[config.mk]
export PLATFORM = sky130hd
export DESIGN_NAME = mux4_scan_ctrl_flat
export DESIGN_NICKNAME = d
export VERILOG_FILES = /design/src/rtl/mux4_scan_ctrl_if.sv /design/src/rtl/mux4_scan_ctrl.sv /design/src/flat_wrapper.sv
export SDC_FILE = /design/constraint.sdc
export NUM_CORES = 1
export LEC_CHECK = 0
export ABC_AREA = 1
export BUFFER_PORTS_ARGS = -buffer_cell sky130_fd_sc_hd__buf_4
export CAP_MARGIN = 20
export CORE_MARGIN = 2
export CORE_UTILIZATION = 41
export CTS_BUF_LIST = sky130_fd_sc_hd__clkbuf_8
export CTS_CLUSTER_DIAMETER = 40
export DETAILED_ROUTE_END_ITERATION = 8
export SYNTH_ARGS = -nofsm -noshare
export SYNTH_HDL_FRONTEND = slang
export SYNTH_SLANG_ARGS = --single-unit
[constraint.sdc]
create_clock -name clock -period 1.2 [get_ports clock]
set_input_delay 0.18 -clock clock [delete_from_list [all_inputs] [get_ports clock]]
set_output_delay 0.18 -clock clock [all_outputs]
set_load 0.05 [all_outputs]
[src/rtl/mux4_scan_ctrl_if.sv]
// Handshake/bus bundle between the scan controller and its mux + downstream consumer.
// Latency: none (pure wiring bundle).
// Backpressure: carries the valid/ready pair; the consumer holds off a snapshot with ready low.
interface mux4_scan_ctrl_if;
  logic       start;
  logic       mux_out;
  logic       s1;
  logic       s0;
  logic       busy;
  logic [3:0] data;
  logic       valid;
  logic       ready;

  // Controller side: drives the selects and the snapshot.
  modport master (
    input  start,
    input  mux_out,
    input  ready,
    output s1,
    output s0,
    output busy,
    output data,
    output valid
  );

  // Environment side: mux, requester and snapshot consumer.
  modport slave (
    output start,
    output mux_out,
    output ready,
    input  s1,
    input  s0,
    input  busy,
    input  data,
    input  valid
  );
endinterface

[src/rtl/mux4_scan_ctrl.sv]
// Walks a 4:1 mux select through channels 0..3, settles, samples mux_out into a 4-bit snapshot.
// Latency: snapshot valid 4*SETTLE_CYCLES clocks after the accepted start edge.
// Backpressure: snapshot and valid held in DONE until ready; start ignored while busy or valid.
// Optional: define MUX4_SCAN_CONTINUOUS_EN to relaunch a scan on every handshake.
module mux4_scan_ctrl #(
  parameter int SETTLE_CYCLES = 1,
  parameter int CNT_W         = 4
) (
  input  logic          clock,
  input  logic          reset_n,
  mux4_scan_ctrl_if.master bus
);

  // Settle times below one clock are treated as one clock.
  localparam int              S_EFF    = (SETTLE_CYCLES < 1) ? 1 : SETTLE_CYCLES;
  localparam logic [CNT_W-1:0] CNT_LAST = CNT_W'(S_EFF - 1);

  // The settle counter must be able to reach SETTLE_CYCLES-1.
  if (CNT_W < 1 || (S_EFF - 1) >= (1 << CNT_W)) begin : g_cnt_w_check
    $error("mux4_scan_ctrl: CNT_W too narrow for SETTLE_CYCLES");
  end

  typedef enum logic [1:0] {
    ST_IDLE = 2'd0,
    ST_SCAN = 2'd1,
    ST_DONE = 2'd2
  } state_t;

  state_t           r_state;
  logic [CNT_W-1:0] r_cnt;
  logic [1:0]       r_ch;
  logic [1:0]       r_sel;
  logic [3:0]       r_data;
  logic             r_busy;
  logic             r_valid;

  logic w_settled;
  logic w_last_ch;

  assign w_settled = (r_cnt == CNT_LAST);
  assign w_last_ch = (r_ch == 2'd3);

  // Scan sequencer: every output is a flop, so the selects never glitch between edges.
  always_ff @(posedge clock or negedge reset_n) begin
    if (!reset_n) begin
      r_state <= ST_IDLE;
      r_cnt   <= '0;
      r_ch    <= 2'd0;
      r_sel   <= 2'd0;
      r_data  <= 4'b0000;
      r_busy  <= 1'b0;
      r_valid <= 1'b0;
    end else begin
      case (r_state)
        ST_IDLE: begin
          r_sel   <= 2'd0;
          r_busy  <= 1'b0;
          r_valid <= 1'b0;
          if (bus.start) begin
            // Launch: channel 0 is already selected, so settling starts now.
            r_state <= ST_SCAN;
            r_ch    <= 2'd0;
            r_cnt   <= '0;
            r_data  <= 4'b0000;
            r_busy  <= 1'b1;
          end
        end

        ST_SCAN: begin
          if (w_settled) begin
            // mux_out has been stable for the full settle window on this channel.
            r_data[r_ch] <= bus.mux_out;
            r_cnt        <= '0;
            if (w_last_ch) begin
              r_state <= ST_DONE;
              r_ch    <= 2'd0;
              r_sel   <= 2'd0;
              r_busy  <= 1'b0;
              r_valid <= 1'b1;
            end else begin
              r_ch  <= r_ch + 2'd1;
              r_sel <= r_ch + 2'd1;
            end
          end else begin
            r_cnt <= r_cnt + 1'b1;
          end
        end

        ST_DONE: begin
          // Snapshot is frozen here; start has no effect until the consumer takes it.
          if (bus.ready) begin
            r_valid <= 1'b0;
`ifdef MUX4_SCAN_CONTINUOUS_EN
            r_state <= ST_SCAN;
            r_ch    <= 2'd0;
            r_sel   <= 2'd0;
            r_cnt   <= '0;
            r_data  <= 4'b0000;
            r_busy  <= 1'b1;
`else
            r_state <= ST_IDLE;
`endif
          end
        end

        default: begin
          r_state <= ST_IDLE;
          r_cnt   <= '0;
          r_ch    <= 2'd0;
          r_sel   <= 2'd0;
          r_busy  <= 1'b0;
          r_valid <= 1'b0;
        end
      endcase
    end
  end

  assign bus.s1    = r_sel[1];
  assign bus.s0    = r_sel[0];
  assign bus.busy  = r_busy;
  assign bus.valid = r_valid;
  assign bus.data  = r_data;

endmodule

[src/flat_wrapper.sv]
// flat-port wrapper written by rule: the top's interface ports become plain ports
module mux4_scan_ctrl_flat 
#(
  parameter int SETTLE_CYCLES = 1,
  parameter int CNT_W         = 4
)
  (clock, reset_n, bus_start, bus_mux_out, bus_ready, bus_s1, bus_s0, bus_busy, bus_data, bus_valid);
  mux4_scan_ctrl_if bus_i ();
  input  logic clock;
  input  logic reset_n;
  input wire logic [$bits(bus_i.start)-1:0] bus_start;
  input wire logic [$bits(bus_i.mux_out)-1:0] bus_mux_out;
  input wire logic [$bits(bus_i.ready)-1:0] bus_ready;
  output wire logic [$bits(bus_i.s1)-1:0] bus_s1;
  output wire logic [$bits(bus_i.s0)-1:0] bus_s0;
  output wire logic [$bits(bus_i.busy)-1:0] bus_busy;
  output wire logic [$bits(bus_i.data)-1:0] bus_data;
  output wire logic [$bits(bus_i.valid)-1:0] bus_valid;
  assign bus_i.start = bus_start;
  assign bus_i.mux_out = bus_mux_out;
  assign bus_i.ready = bus_ready;
  assign bus_s1 = bus_i.s1;
  assign bus_s0 = bus_i.s0;
  assign bus_busy = bus_i.busy;
  assign bus_data = bus_i.data;
  assign bus_valid = bus_i.valid;
  mux4_scan_ctrl #(.SETTLE_CYCLES(SETTLE_CYCLES), .CNT_W(CNT_W)) u_core (.clock(clock), .reset_n(reset_n), .bus(bus_i));
endmodule
---- Word-level counts from Yosys, hierarchy flattened ----
Cells that the tools add are included.
cells by class
  $add $sub $neg .......................... 2
  order comparisons ....................... 2
  equality and inequality tests ........... 7
  multiplexer cells ....................... 26
  bitwise logic cells ..................... 1
  reduce and logical (&&, ||, !) cells .... 11
operators with widths
  operator                                                                             number
  2-bit 2-to-1 mux                                                                     7
  4-bit 2-to-1 mux                                                                     3
  2-bit case mux with 3 select lines                                                   2
  4-bit case mux with 3 select lines                                                   1
  3-bit AND reduction                                                                  4
  4-bit case mux with 2 select lines                                                   1
  1-bit 2-to-1 mux                                                                     7
  4-bit by 1-bit adder with 4-bit output, second input constant                        1
  4-bit bitwise mux                                                                    1
  2-bit == test, second input constant                                                 2
  4-bit zero test                                                                      1
  2-bit by 1-bit inequality test with 1-bit output, second input constant              2
  2-bit inequality test, second input constant                                         2
  2-bit case mux with 2 select lines                                                   1
  2-bit AND reduction                                                                  2
  4-bit AND reduction                                                                  1
  2-bit by 3-bit less-than comparator with 1-bit output, second input constant         1
  1-bit case mux with 3 select lines                                                   1
  2-bit by 1-bit adder with 2-bit output, second input constant                        1
  1-bit demux with 2-bit select                                                        1
  2-bit by 1-bit == test with 1-bit output, second input constant                      1
  2-bit by 1-bit greater-or-equal comparator with 1-bit output, second input constant  1
  2-bit zero test                                                                      1
  1-bit case mux with 2 select lines                                                   1
  other kinds (3)                                                                      3
storage, ports and cells
  bits in registers ....................... 16
  bits of input ports ..................... 5
  output and inout port bits .............. 8
  word-level logic and storage cells ...... 56

---- Depth between registers and ports, before layout ----
Gate-level depths: netlist of run 1.
  depth after elaboration ................. 7
  depth in mapped cells ................... 8
  gate-level depth less buffers ........... 7

---- Least setup slack after synthesis of run 1 ----
OpenSTA, ideal clock, no wires.
  path kind ............................... flip-flop to flip-flop
  start ................................... register u_core.r_cnt[0]
  end ..................................... register u_core.r_data[0] (netlist: u_core.bus.data[0])
  library setup time ...................... 119 ps
  arrival time ............................ 1,042 ps
  data required time ...................... 1,081 ps
  slack ................................... 38 ps
  stages on the path, launching flop included .. 9
  buffers on the path ..................... 1
  clock period less this slack ............ 1,162 ps
  cell sequence ........................... dfrtp_1 inv_1 ha_1 nand2_2 nand2_4 buf_6 nand3_1 nand2_1 nand2_1
on the way
  longest elaborated chain between the ends .. 3
RTL lines
  element                                                     line                  text
  start: declaration                                          mux4_scan_ctrl.sv:30  logic [CNT_W-1:0] r_cnt;
  start signal: assignment                                    mux4_scan_ctrl.sv:85  r_cnt <= r_cnt + 1'b1;
  4-bit zero test                                             mux4_scan_ctrl.sv:40  assign w_settled = (r_cnt == CNT_LAST);
  2-bit by 1-bit inequality test with 1-bit output (no line)  -
  3-bit AND reduction (no line)                               -
  end signal: indexed assignment                              mux4_scan_ctrl.sv:72  r_data[r_ch] <= bus.mux_out;
  end: declaration                                            mux4_scan_ctrl.sv:33  logic [3:0] r_data;
No other way between the ends.
A chain may end at the register's enable or synchronous reset.

---- Worst setup path after layout of run 1 ----
  start ................................... register u_core.r_cnt[1]
  end ..................................... register u_core.r_data[0] (netlist: u_core.bus.data[0])
Same word-level chain as after synthesis.

==> results of run 1 <==
[worst max-delay path, delay by kind of cell (launching register included)]
| kind | cells | cell delay, ns |
|---|---|---|
| AND/OR/NAND/NOR | 5 | 0.34 |
| buffers and inverters | 2 | 0.22 |
| adder cells (fa/ha/maj) | 1 | 0.14 |
| flip-flops | 1 | 0.38 |
[path summary, 6_finish.rpt]
kind                                    startpoint                 end  slack [ns]  cells after the start
min in group asynchronous                  reset_n     u_core.r_cnt[3]        0.32                      2
worst max-delay path               u_core.r_cnt[1]  u_core.bus.data[0]        0.01                      8
worst min-delay path                   bus_mux_out  u_core.bus.data[0]        0.21                      3
max in group asynchronous                  reset_n     u_core.r_sel[1]        0.70                      2
worst max register to register     u_core.r_cnt[1]  u_core.bus.data[0]        0.01                      8
worst min register to register  u_core.bus.data[0]  u_core.bus.data[0]        0.47                      2
[power groups by stage]
| stage | clock network (W) | registers, W | logic [W] |
|---|---|---|---|
| final | 0.000481 | 0.000793 | 0.00134 |
| after floorplan | 0 | 0.00110 | 0.000600 |
| after detailed placement | 0 | 0.000798 | 0.00123 |
| after CTS | 0.000492 | 0.000790 | 0.00124 |
| after global routing | 0.000520 | 0.000814 | 0.00149 |
| after global placement | 0 | 0.000795 | 0.00122 |
[flip-flops by register name, indices dropped and copies added (netlist names)]
signal and cells:
u_core.bus.data 4, u_core.r_cnt 4, u_core.r_ch 2, u_core.r_sel 2, u_core.r_state 2, u_core.bus.busy 1
u_core.bus.valid 1
[per-stage QoR]
| stage | hold slack [ns] | power, W | area [µm²] |
|---|---|---|---|
| floorplan | -0.116 | 0.00170 | 861 |
| global placement | 0.0516 | 0.00201 | 1000 |
| detailed placement | 0.0532 | 0.00202 | 1000 |
| CTS | 0.216 | 0.00252 | 1060 |
| global route | 0.239 | 0.00282 | 1170 |
| finish | 0.212 | 0.00262 | 1170 |
[synthesized netlist by cell type]
library cell / count
nand2_4: 1
dfrtp_1: 16
xor2_1: 1
nor2_1: 2
nand2_1: 34
inv_1: 12
ha_1: 6
buf_6: 2
nor2_4: 1
nand3_2: 1
nand4_1: 5
o21ai_1: 3
inv_2: 1
nand3b_1: 1
nand2_2: 1
o21ai_0: 2
nand3_1: 12
o21a_1: 1
[timing repair]
| item | CTS | global route |
|---|---|---|
| gates resized for setup | 0 | 17 |
| hold endpoints to repair | 16 | 0 |
| endpoints found under the setup margin | 0 | 11 |
| hold buffers | 1 | 0 |
| buffers inserted | 0 | 7 |
[routing by layer]
layer	track usage	vias up	wire (µm)
met5	0	-	0
met4	0.0278	0	36
met3	0.0455	4	76
met2	0.253	13	894
met1	0.193	341	795
li1	-	382	-
[layout make-up]
cell class                      count  area share
Tap cell                           27      0.0289
Inverter                           13      0.0418
Clock buffer                        4      0.0472
Multi-Input combinational cell     71       0.370
Sequential cell                    16       0.343
Timing Repair Buffer               25       0.169
[cell families after synthesis]
family | after synthesis | synth area share
xor+xnor | 1 | 0.0102
buf+inv | 15 | 0.0828
simple gates | 58 | 0.317
fa+ha+maj | 6 | 0.0872
compound gates | 6 | 0.0378
flops | 16 | 0.465
==> flow_summary.ini, run 1 <==
[run_status]
outcome = finished, final reports clean

[synthesis]
synth_cell_types = 18
syn_avg_cell_area_um2 = 8.44
synth_largest_area_cell = dfrtp_1
yosysWarningCount = 0
synthCells = 102
synth_area_leaders = dfrtp_1, nand2_1, ha_1
synth_fp_nets = 113
yosys_register_bits = 16
synth_top_area_frac = 0.465
ys_seq_area_frac = 0.465
synth_area_um2 = 861

[layout]
final_cell_mix = nand2_1, buf_4, dfrtp_1, inv_1, nand3_1
nets = 141
area_growth_pct = 35.6
layout-drive-gt1-share = 0.341
final_util = 0.595
antenna_cells = 0
fillers = 188
seqCellArea_um2 = 400
multi_input_area_um2 = 432
layout_commonest_cell = nand2_1
instances_no_fill = 156

[global_routing]
grt_pass1_wl_um = 2860
grtUsageTotal = 0.151
grt.overflow.total = 0
grt_max_degree = 17
antenna_found_initial = 0
grt_pass1_vias = 655

[power]
leakagePower_nw = 0.657
pwr-share-clk = 0.184
seq_power_share = 0.303
power_switching_w = 0.00116
power_density_nw_per_um2 = 2240
combPwrFrac = 0.513
p_int_w = 0.00146
swShare = 0.444
ir_worst_vdd_v = 0.00149

[timing]
tightest_slew_ns = 0.211
setup_violations = 0
skew_ns = 0.000875
period_share = 0.988
layout_setup_ws_ns = 0.0140
rsz0062_at_grt = yes
hold_viol_final = 0
slew_headroom = 0.860
max_freq_mhz = 843
fin_crit_ns = 1.19
finalSetupTns_ns = 0
maxSlewViolCount = 0

[drt]
vias = 740
drc = 0
ant_nets = 0
drtIter0Drc = 10
routed_wl_um = 1800
drtPass1Iterations = 4
routedWlPerCell_um = 11.6
vias_per_cell = 4.74

[clock_tree]
numClockSinks = 16
cts_inserted_buffers = 3
clock_path_buffers = 2
htree_levels = 1
cts_tree = built
cts_root_buf = clkbuf_8
path_clk_slew_ns = 0.06
clkLatencyLatePin_ns = 0.25

[critical_path]
critical_path_required_ns = 1.35
max_stage_delay_ns = 0.38
end_kind = register
worstPathArrival_ns = 1.33
path_class = reg2reg
crit_fanout = 8
crit_chain = inv_2, ha_4, nand2_4, nand2_4, buf_6, nand3_2, nand2_1, nand2_1
start_kind = register
cp_slowest_cell = dfrtp_1

[floorplan]
dieArea_um2 = 2480
io_pins = 13
die_w_um = 49.8
dieHeight_um = 49.8
start_util = 0.439
num_rows = 16
core-area_um2 = 1960

[hold_path]
hold_class = in2reg

[job]
max_cap_viol_count = 0

[placed_design]
gp_congestion = 0.781
place_ws_ns = 0.0297
place_hpwl_um = 1180
dp_cells = 144
port_buffers = 12
No activity file was read; power rests on OpenSTA's default activity.
==> run 2, diff against run 1 <==
clock period = 1.1 ns   (was 1.2 ns; I/O delays follow)
==> flow_summary.ini, run 2 (synthesized netlist as in run 1, its figures left out) <==
[critical_path]
worstPathArrival_ns = 1.28
start_kind = register
path_class = reg2reg
critical_path_required_ns = 1.24
end_kind = register
crit_fanout = 7

[timing]
period_share = 1.03
hold_viol_final = 0
hold_slack_ns = 0.197
rsz0062_at_grt = yes
max_freq_mhz = 878
finalSetupTns_ns = -0.142
fin_crit_ns = 1.14
tightest_slew_ns = 0.219
layout_setup_ws_ns = -0.0385
slew_headroom = 0.854
skew_ns = 0.00522
setup_violations = 9
maxSlewViolCount = 0

[global_routing]
grtUsageTotal = 0.185
antenna_found_initial = 0
grt_pass1_wl_um = 3520
grt.overflow.total = 0
grt_pass1_vias = 794
grt_max_degree = 17

[layout]
multi_input_area_um2 = 520
seqCellArea_um2 = 400
fillers = 166
antenna_cells = 0
final_util = 0.675
layout_commonest_cell = buf_4
layout-drive-gt1-share = 0.460
nets = 149
final_cell_mix = buf_4, nand2_1, dfrtp_1, inv_1, nand3_1
area_growth_pct = 53.9

[drt]
met3WireLength_um = 65
m1WireLength_um = 879
drtPass1Iterations = 4
ant_nets = 0
routedWlPerCell_um = 12.2
dr_wl_met2_um = 992
drc = 0
vias = 799
highest_layer = met4
routed_wl_um = 1990
drtIter0Drc = 10
vias_per_cell = 4.87

[floorplan]
io_pins = 13
core-area_um2 = 1960
dieHeight_um = 49.8
die_w_um = 49.8
dieArea_um2 = 2480
num_rows = 16
start_util = 0.439

[run_status]
violations = negative setup slack
outcome = complete, but fails checks

[placed_design]
gp_congestion = 0.820
place_hpwl_um = 1320
place_ws_ns = -0.104
port_buffers = 12

[clock_tree]
clock_path_buffers = 2
cts_tree = built
numClockSinks = 16
htree_levels = 1
cts_root_buf = clkbuf_8
path_clk_slew_ns = 0.07
cts_inserted_buffers = 3
clkLatencyLatePin_ns = 0.25

[power]
ir_worst_vdd_v = 0.00162
power_density_nw_per_um2 = 2520
leakagePower_nw = 0.704
finalPower_w = 0.00334

[job]
max_cap_viol_count = 0

[hold_path]
hold_class = in2reg
## run 2: cell type report
type,instances,area share
Timing Repair Buffer,32,0.201
Tap cell,27,0.0255
Inverter,13,0.0368
Sequential cell,16,0.302
Multi-Input combinational cell,72,0.393
Clock buffer,4,0.0415
## run 2: what timing repair did
item	in CTS	in global routing
hold buffers	1	0
hold endpoints to repair	16	0
resized for setup	18	16
setup buffers	5	1
cloned	1	0
setup endpoints to repair	11	13
pin swaps	3	6
## run 2: worst paths after layout
path	start	to	slack, ns	cells after the start
hold / removal	bus_mux_out	u_core.bus.data[0]	0.20	3
hold reg to reg	u_core.bus.data[0]	u_core.bus.data[0]	0.47	2
min in group asynchronous	reset_n	u_core.r_cnt[3]	0.31	2
max in group asynchronous	reset_n	u_core.r_ch[1]	0.60	2
setup reg to reg	u_core.r_state[0]	u_core.bus.data[0]	-0.04	8
setup / recovery	u_core.r_state[0]	u_core.bus.data[0]	-0.04	8
## run 2: per-layer routing
layer,up-vias,track usage
met5,-,0
li1,396,-
met2,17,0.318
met4,0,0.0417
met1,379,0.243
met3,7,0.0303
## run 2: critical path: stages (launching register included)
cell	delay [ns]
dfrtp_1	0.39
inv_2	0.08
nor2_4	0.05
buf_12	0.13
buf_8	0.12
nand2_2	0.06
nand3_1	0.08
nand2_1	0.07
nand2_1	0.04
## run 2: metrics by stage
step / instance area [µm²] / std cells
after floorplan: 861 / 102
after global placement: 1060 / 152
after detailed placement: 1060 / 152
after CTS: 1260 / 163
after global routing: 1330 / 164
final: 1330 / 164
## run 2: power breakdown
group	total [W]	internal, W	switching (W)
clock network	0.000525	0.000317	0.000208
logic	0.00196	0.000815	0.00115
registers	0.000853	0.000750	0.000103
